==> src/rtl/lsu_pkg.sv <==
// rtl/lsu_pkg.sv - shared state encoding and op constants for the load/store unit
package lsu_pkg;

    typedef enum logic [1:0] {
        IDLE = 2'd0,
        REQ  = 2'd1,
        WB   = 2'd2,
        DONE = 2'd3
    } lsu_state_t;

    localparam logic OP_LOAD  = 1'b0;
    localparam logic OP_STORE = 1'b1;

endpackage

==> src/rtl/lsu_timeout_ctr.sv <==
// rtl/lsu_timeout_ctr.sv - REQ-phase watchdog: flags the cycle in which TIMEOUT_CYC un-acked cycles elapse
module lsu_timeout_ctr #(
    parameter int TIMEOUT_CYC = 64
) (
    input  logic clk,
    input  logic rst_n,
    input  logic active,
    input  logic ack,
    output logic expired
);

    localparam int CNT_W = $clog2(TIMEOUT_CYC + 1);

    logic [CNT_W-1:0] cnt_q;

    always_ff @(posedge clk or negedge rst_n) begin
        if (!rst_n) begin
            cnt_q <= '0;
        end else if (!active || ack) begin
            cnt_q <= '0;
        end else begin
            cnt_q <= cnt_q + 1'b1;
        end
    end

    // Fires in the TIMEOUT_CYC-th consecutive waiting cycle so mem_req is high exactly that long
    assign expired = active && !ack && (cnt_q == CNT_W'(TIMEOUT_CYC - 1));

endmodule

==> src/rtl/load_store_unit.sv <==
// rtl/load_store_unit.sv - burst load/store engine between front end, register file and memory
// Optional watchdog: define LSU_TIMEOUT_EN.
module load_store_unit
    import lsu_pkg::*;
#(
    parameter int DATA_W      = 8,
    parameter int ADDR_W      = 16,
    parameter int NUM_REGS    = 4,
    parameter int MAX_BURST   = 4,
    parameter int TIMEOUT_CYC = 64
) (
    input  logic                        clk,
    input  logic                        rst_n,
    input  logic                        op_valid,
    output logic                        op_ready,
    input  logic                        op_store,
    input  logic [$clog2(NUM_REGS)-1:0] op_reg,
    input  logic [ADDR_W-1:0]           op_addr,
    input  logic [((MAX_BURST > 1) ? $clog2(MAX_BURST) : 1)-1:0] op_len,
    output logic                        mem_req,
    output logic                        mem_we,
    output logic [ADDR_W-1:0]           mem_addr,
    output logic [DATA_W-1:0]           mem_wdata,
    input  logic [DATA_W-1:0]           mem_rdata,
    input  logic                        mem_ack,
    output logic [$clog2(NUM_REGS)-1:0] reg_rd_idx,
    input  logic [DATA_W-1:0]           reg_rd_data,
    output logic                        reg_wr_en,
    output logic [$clog2(NUM_REGS)-1:0] reg_wr_idx,
    output logic [DATA_W-1:0]           reg_wr_data,
    output logic                        busy,
    output logic                        done,
    output logic                        err
);

    localparam int REG_W = $clog2(NUM_REGS);
    localparam int LEN_W = (MAX_BURST > 1) ? $clog2(MAX_BURST) : 1;

    lsu_state_t        state_q, state_d;
    logic [ADDR_W-1:0] cur_addr_q;
    logic [REG_W-1:0]  cur_reg_q;
    logic [LEN_W-1:0]  beats_left_q;
    logic              store_q;
    logic [DATA_W-1:0] rdata_q;
    logic              capture, advance, latch;
    logic              timeout_hit;

`ifdef LSU_TIMEOUT_EN
    logic err_q;

    lsu_timeout_ctr #(.TIMEOUT_CYC(TIMEOUT_CYC)) u_timeout_ctr (
        .clk     (clk),
        .rst_n   (rst_n),
        .active  (state_q == REQ),
        .ack     (mem_ack),
        .expired (timeout_hit)
    );

    always_ff @(posedge clk or negedge rst_n) begin
        if (!rst_n) begin
            err_q <= 1'b0;
        end else if (timeout_hit) begin
            err_q <= 1'b1;
        end
    end

    assign err = err_q;
`else
    assign timeout_hit = 1'b0;
    assign err         = 1'b0;
`endif

    always_ff @(posedge clk or negedge rst_n) begin
        if (!rst_n) begin
            state_q <= IDLE;
        end else begin
            state_q <= state_d;
        end
    end

    always_comb begin
        state_d = state_q;
        capture = 1'b0;
        advance = 1'b0;
        latch   = 1'b0;
        case (state_q)
            IDLE: begin
                if (op_valid) begin
                    capture = 1'b1;
                    state_d = REQ;
                end
            end
            REQ: begin
                if (mem_ack) begin
                    if (store_q == OP_STORE) begin
                        if (beats_left_q == '0) begin
                            state_d = DONE;
                        end else begin
                            advance = 1'b1;
                        end
                    end else begin
                        latch   = 1'b1;
                        state_d = WB;
                    end
                end else if (timeout_hit) begin
                    state_d = DONE;
                end
            end
            WB: begin
                if (beats_left_q == '0) begin
                    state_d = DONE;
                end else begin
                    advance = 1'b1;
                    state_d = REQ;
                end
            end
            DONE:    state_d = IDLE;
            default: state_d = IDLE;
        endcase
    end

    always_ff @(posedge clk or negedge rst_n) begin
        if (!rst_n) begin
            cur_addr_q   <= '0;
            cur_reg_q    <= '0;
            beats_left_q <= '0;
            store_q      <= OP_LOAD;
            rdata_q      <= '0;
        end else begin
            if (capture) begin
                cur_addr_q   <= op_addr;
                cur_reg_q    <= op_reg;
                // A single-beat build has no meaningful length field
                beats_left_q <= (MAX_BURST > 1) ? op_len : '0;
                store_q      <= op_store;
            end else if (advance) begin
                cur_addr_q   <= cur_addr_q + 1'b1;
                cur_reg_q    <= cur_reg_q + 1'b1;
                beats_left_q <= beats_left_q - 1'b1;
            end
            if (latch) begin
                rdata_q <= mem_rdata;
            end
        end
    end

    assign op_ready    = (state_q == IDLE);
    assign busy        = (state_q != IDLE);
    assign done        = (state_q == DONE);
    assign mem_req     = (state_q == REQ);
    assign mem_we      = mem_req && (store_q == OP_STORE);
    assign mem_addr    = mem_req ? cur_addr_q : '0;
    assign mem_wdata   = mem_we ? reg_rd_data : '0;
    assign reg_rd_idx  = (state_q == IDLE) ? op_reg : cur_reg_q;
    assign reg_wr_en   = (state_q == WB);
    assign reg_wr_idx  = reg_wr_en ? cur_reg_q : '0;
    assign reg_wr_data = reg_wr_en ? rdata_q : '0;

endmodule

==> config.mk <==
export PLATFORM = sky130hd
export DESIGN_NAME = load_store_unit
export DESIGN_NICKNAME = d
export VERILOG_FILES = /design/src/rtl/lsu_pkg.sv /design/src/rtl/lsu_timeout_ctr.sv /design/src/rtl/load_store_unit.sv
export SDC_FILE = /design/constraint.sdc
export NUM_CORES = 1
export LEC_CHECK = 0
export ABC_CLOCK_PERIOD_IN_PS = 4900
export CORE_MARGIN = 8
export CORE_UTILIZATION = 46
export CTS_CLUSTER_SIZE = 16
export DETAILED_ROUTE_END_ITERATION = 10
export GPL_ROUTABILITY_DRIVEN = 0
export GPL_TIMING_DRIVEN = 0
export PLACE_DENSITY = 0.83
export SYNTH_ARGS = -nofsm -noshare
export SYNTH_HDL_FRONTEND = slang
export SYNTH_SLANG_ARGS = --single-unit
==> constraint.sdc <==
create_clock -name clk -period 4.9 [get_ports clk]
set_input_delay 0.49 -clock clk [delete_from_list [all_inputs] [get_ports clk]]
set_output_delay 0.49 -clock clk [all_outputs]
set_load 0.02 [all_outputs]
Word level (Yosys, flattened, before mapping)
Cells that the tools add are included.
- register bits: 31
- word-level logic and storage cells: 47
- input bits: 41
- output and inout port bits: 43
- eq/ne operators: 6
- add/subtract/negate cells: 3
- muxes and demuxes: 26
- reduce and logical (&&, ||, !) cells: 6
- operator list (cell ; count):
    two-way mux 16 bit ; 3
    two-way mux 2 bit ; 11
    adder 16 x 1 -> 16 bit, second input constant ; 1
    two-way mux 8 bit ; 2
    two-way mux 1 bit ; 8
    case mux 2 bit (4 select lines) ; 1
    equality test 2 bit, second input constant ; 2
    logical NOT 2 bit ; 2
    nonzero test 2 bit ; 2
    != test 3 x 2 -> 1 bit, second input constant ; 1
    AND reduction 3 bit ; 1
    adder 2 x 1 -> 2 bit, second input constant ; 1
    equality test 2 x 1 -> 1 bit, second input constant ; 1
    != test 2 x 1 -> 1 bit, second input constant ; 1
    != test 2 bit, second input constant ; 1
    case mux 1 bit (2 select lines) ; 1
    subtractor 2 x 1 -> 2 bit, second input constant ; 1
    logical AND 1 bit ; 1

Depth between registers and ports, before layout
- word-level depth: 7
- mapped depth: 7

Worst setup path after synthesis
OpenSTA, ideal clock, no wires.
- kind: flip-flop to flip-flop
- start point: reg state_q[1]
- end point: reg cur_addr_q[10]
- library setup time: 82 ps
- clock period less this slack: 2096 ps
- path slack: 2804 ps
- arrival: 2014 ps
- stages on the path, launching flop included: 8
- data required time: 4818 ps
- path buffers: 1
- cell sequence: dfrtp_1 > inv_1 > ha_1 > buf_4 > a31oi_4 > or3_4 > or3_1 > a31oi_1
- word-level cells in the longest chain between the ends: 3
- RTL lines (item ; RTL line ; source):
    start, declared ; load_store_unit.sv:39 ; lsu_state_t state_q, state_d;
    start signal, assigned ; load_store_unit.sv:77 ; state_q <= state_d;
    equality test 2 x 1 -> 1 bit ; -- ;
    net mem_req ; load_store_unit.sv:20 ; output logic mem_req,
    case mux 1 bit (2 select lines) ; load_store_unit.sv:86 ; case (state_q)
    nonzero test 2 bit (no source line) ; -- ;
    end signal, assigned ; load_store_unit.sv:131 ; cur_addr_q <= op_addr;
    end signal, assigned ; load_store_unit.sv:137 ; cur_addr_q <= cur_addr_q + 1'b1;
    end, declared ; load_store_unit.sv:40 ; logic [ADDR_W-1:0] cur_addr_q;
The timed path passes the listed nets, and every way through them passes these cells.
A chain may end at the register's enable or synchronous reset.

Worst setup path after layout
- start point: reg state_q[1]
- end point: out mem_addr[3]
- word-level cells in the longest chain between the ends: 2
- RTL lines (item ; RTL line ; source):
    equality test 2 x 1 -> 1 bit ; load_store_unit.sv:150 ; assign mem_req = (state_q == REQ);
    two-way mux 16 bit ; load_store_unit.sv:152 ; assign mem_addr = mem_req ? cur_addr_q : '0;
    end, declared ; load_store_unit.sv:22 ; output logic [ADDR_W-1:0] mem_addr,
Every way passes these cells.

==> results.cfg <==
[setup_path]
critPathTopFamily = buffers and inverters
slowest_delay_ns = 0.61
worstSetupPathType = register to output pin
worstReg2RegStart = state_q[1]
arrival_ns = 2.33
critical_path_required_ns = 4.41
path_max_fanout = 10
crit_path_start = state_q[1]
slowest_stage = clkdlybuf4s50_1
cp-end-kind = output pin
start_kind = register
crit_buf_inv = 4
crit_chain = inv_1, ha_1, buf_4, clkbuf_1, and2_1, clkdlybuf4s50_1

[global_routing]
grt_pass1_vias = 1822
grt-ovfl-total = 0
track_usage_pct = 17.4
grt_pass1_wl_mm = 8.96
grt_max_degree = 22
grt_antenna_before_repair = 0

[logic_synthesis]
syn_area_sq_um = 1960
syn_avg_cell_area_sq_um = 9.07
ys_ff_latch = 31
synth.distinct_cells = 40
synth_nets = 264
yosysWarnings = 0
netlist_instances = 216
yosysSeqAreaShare_pct = 39.6

[placement]
placedCellCount = 349
io_buffers = 82
dp_hpwl_mm = 4.53
dp_slack_ns = 2.35

[power]
p_leak_nw = 1.19
power.density_nw_per_um2 = 591
vdd_ir_drop_max_mv = 0.267

[sta]
setup_viol = 0
finalMaxSlewViolations = 0
max_freq_mhz = 355
slew_headroom_pct = 58.9
finalHoldViolCount = 0
fin_crit_sh_pct = 57.6
min_period_ns = 2.82
worst_slack_ns = 2.08
fin_skew_ns = 0.00485
tightest_slew_ns = 0.614
rsz0062_at_grt = no
setup_tns_ns = 0

[clock_network]
cts.sinks = 31
post_cts_resized = 0
numCtsBuffers = 5
cts_hold_buf = 0
clkTransAtPathRegs_ns = 0.07
root_buffer = clkbuf_8
clockBufferDepth = 2
cts_tree = done
htreeDepth = 2
clkLatencyLatePin_ns = 0.27
cts_setup_buffers = 0

[finish]
drive_above_1_share_pct = 7.49
area_growth_pct = 50.7
layout.cells.non_filler = 357
fin_nets = 354
antennaDiodeCount = 0
nFillCells = 315

[drt]
first_pass_iters = 5
vias = 1897
initialDrtViolationCount = 99
wl_per_cell_um = 16.0
drc = 0
postRouteAntennaNets = 0
viasPerCell = 5.31
routed_wl_mm = 5.73

[floorplan]
core_sq_um = 4060
die_y_um = 81.2
num_rows = 23
dieArea_sq_um = 6600
start_util_pct = 48.3
ios = 84
die_x_um = 81.2

[min_path]
worstHoldPathType = register to register
hp-start = rdata_q[5]

[status]
status = complete, no violations

[flow_run]
max_cap_viol_count = 0
==> cell usage in the layout (no fill, tap or decap), types with 2 or more instances in the layout <==
cell and n:
ha_1 7, nor3_1 2, xor2_1 2, nand3b_1 2
mux2_2 10, nand4b_1 2, nand3_1 7, clkdlybuf4s50_1 82
clkbuf_8 5, and2_1 25, and3_1 9, nor4_1 3
inv_1 9, mux2i_1 3, or3_1 5, xnor2_1 10
nor2_1 12, a31oi_1 5, clkbuf_1 10, buf_4 2
o21ai_0 17, nand2_1 23, nand4_1 4, dfrtp_1 31
==> worst register-to-register path: cells and delay by family, from the launching register on <==
| family | cells | cell delay (ns) |
|---|---|---|
| AND/OR/NAND/NOR | 2 | 0.82 |
| AO/OA/AOI/OAI | 2 | 0.33 |
| buffers and inverters | 2 | 0.31 |
| flip-flops | 1 | 0.42 |
| adder cells (fa/ha/maj) | 1 | 0.19 |
==> kinds of logic (layout without fill, tap and decap cells) <==
kind of cell	count (synthesis)	after routing	share of synthesized area, %
xor+xnor	12	12	5.37
fa+ha+maj	7	7	4.47
mux	13	13	7.28
buf+inv	19	110	4.03
compound gates	32	32	10.7
other cells	1	1	0.192
flops	31	31	39.6
simple gates	101	101	28.4
==> report_power, final <==
part	internal, mW	total (mW)	switching, mW
combinational	0.503	1.05	0.549
clock	0.0995	0.190	0.0901
sequential	0.381	0.501	0.120
==> path summary, 6_finish.rpt <==
path                             endpoint  slack (ns)  depth (start not counted)
min in group asynchronous  cur_addr_q[10]        0.60                          1
max in group asynchronous    cur_reg_q[0]        3.79                          2
setup / recovery              mem_addr[3]        2.08                          6
hold / removal                 rdata_q[5]        0.50                          1
setup reg to reg           cur_addr_q[12]        2.75                          7
hold reg to reg                rdata_q[5]        0.50                          1
==> sequential cells by signal (all words and copies together) (netlist names) <==
signal / flops
cur_addr_q: 16
beats_left_q: 2
state_q: 2
store_q: 1
cur_reg_q: 2
rdata_q: 8
==> Yosys cell counts, drive strengths merged <==
master   number  area (sq um)
nand2b        1          6.26
and2         25           156
nand2        23          86.3
nor3b         1          7.51
a21o          1          7.51
buf           2          15.0
and4          1          8.76
or3           6          42.5
a211oi        1          7.51
clkbuf        8          30.0
inv           9          33.8
mux2         10           113
nand3         7          35.0
nor4          3          18.8
a31o          1          8.76
conb          1          3.75
a31oi         6          52.6
mux2i         3          30.0
nand4b        2          17.5
nor2b         1          6.26
nand3b        2          15.0
xnor2        10          87.6
nor3          3          20.0
o221ai        1          8.76
and3          9          56.3
o21ai        17          85.1
a41o          1          10.0
xor2          2          17.5
o22a          1          8.76
ha            7          87.6
nor2         12          45.0
nor4b         1          8.76
a21oi         1          5.00
o22ai         1          6.26
a2bb2oi       1          8.76
dfrtp        31           776
nand4         4          25.0
==> final cells by class <==
| class | instances | area [sq um] | area share, % |
|---|---|---|---|
| timing repair buffer | 83 | 848 | 28.8 |
| tap | 50 | 62.6 | 2.12 |
| buffer | 10 | 45.0 | 1.53 |
| clock inverter | 1 | 5.00 | 0.170 |
| multi-input combinational | 166 | 1100 | 37.4 |
| inverter | 9 | 33.8 | 1.15 |
| sequential | 31 | 776 | 26.3 |
| clock buffer | 7 | 76.3 | 2.59 |
==> metrics by stage <==
stage               hold WS [ns]  util (%)  cell area, sq um  power (mW)
global placement           0.478      70.0              2840        1.53
floorplan                  0.194         -              1960        1.12
finish                     0.499      72.7              2950        1.74
global route               0.526      72.7              2950        1.87
CTS                        0.502      72.7              2950        1.76
detailed placement         0.488      70.7              2870        1.55
==> metal layers <==
layer  part of all wire (%)  vias to the layer above  global-route usage [%]
met5                      0                        -                       0
met4                    1.6                        0                    6.25
met3                    7.7                       10                    4.42
met2                     50                       79                    28.4
met1                     41                      879                    21.7
li1                       -                      929                       -
No activity file was read; power rests on OpenSTA's default activity.
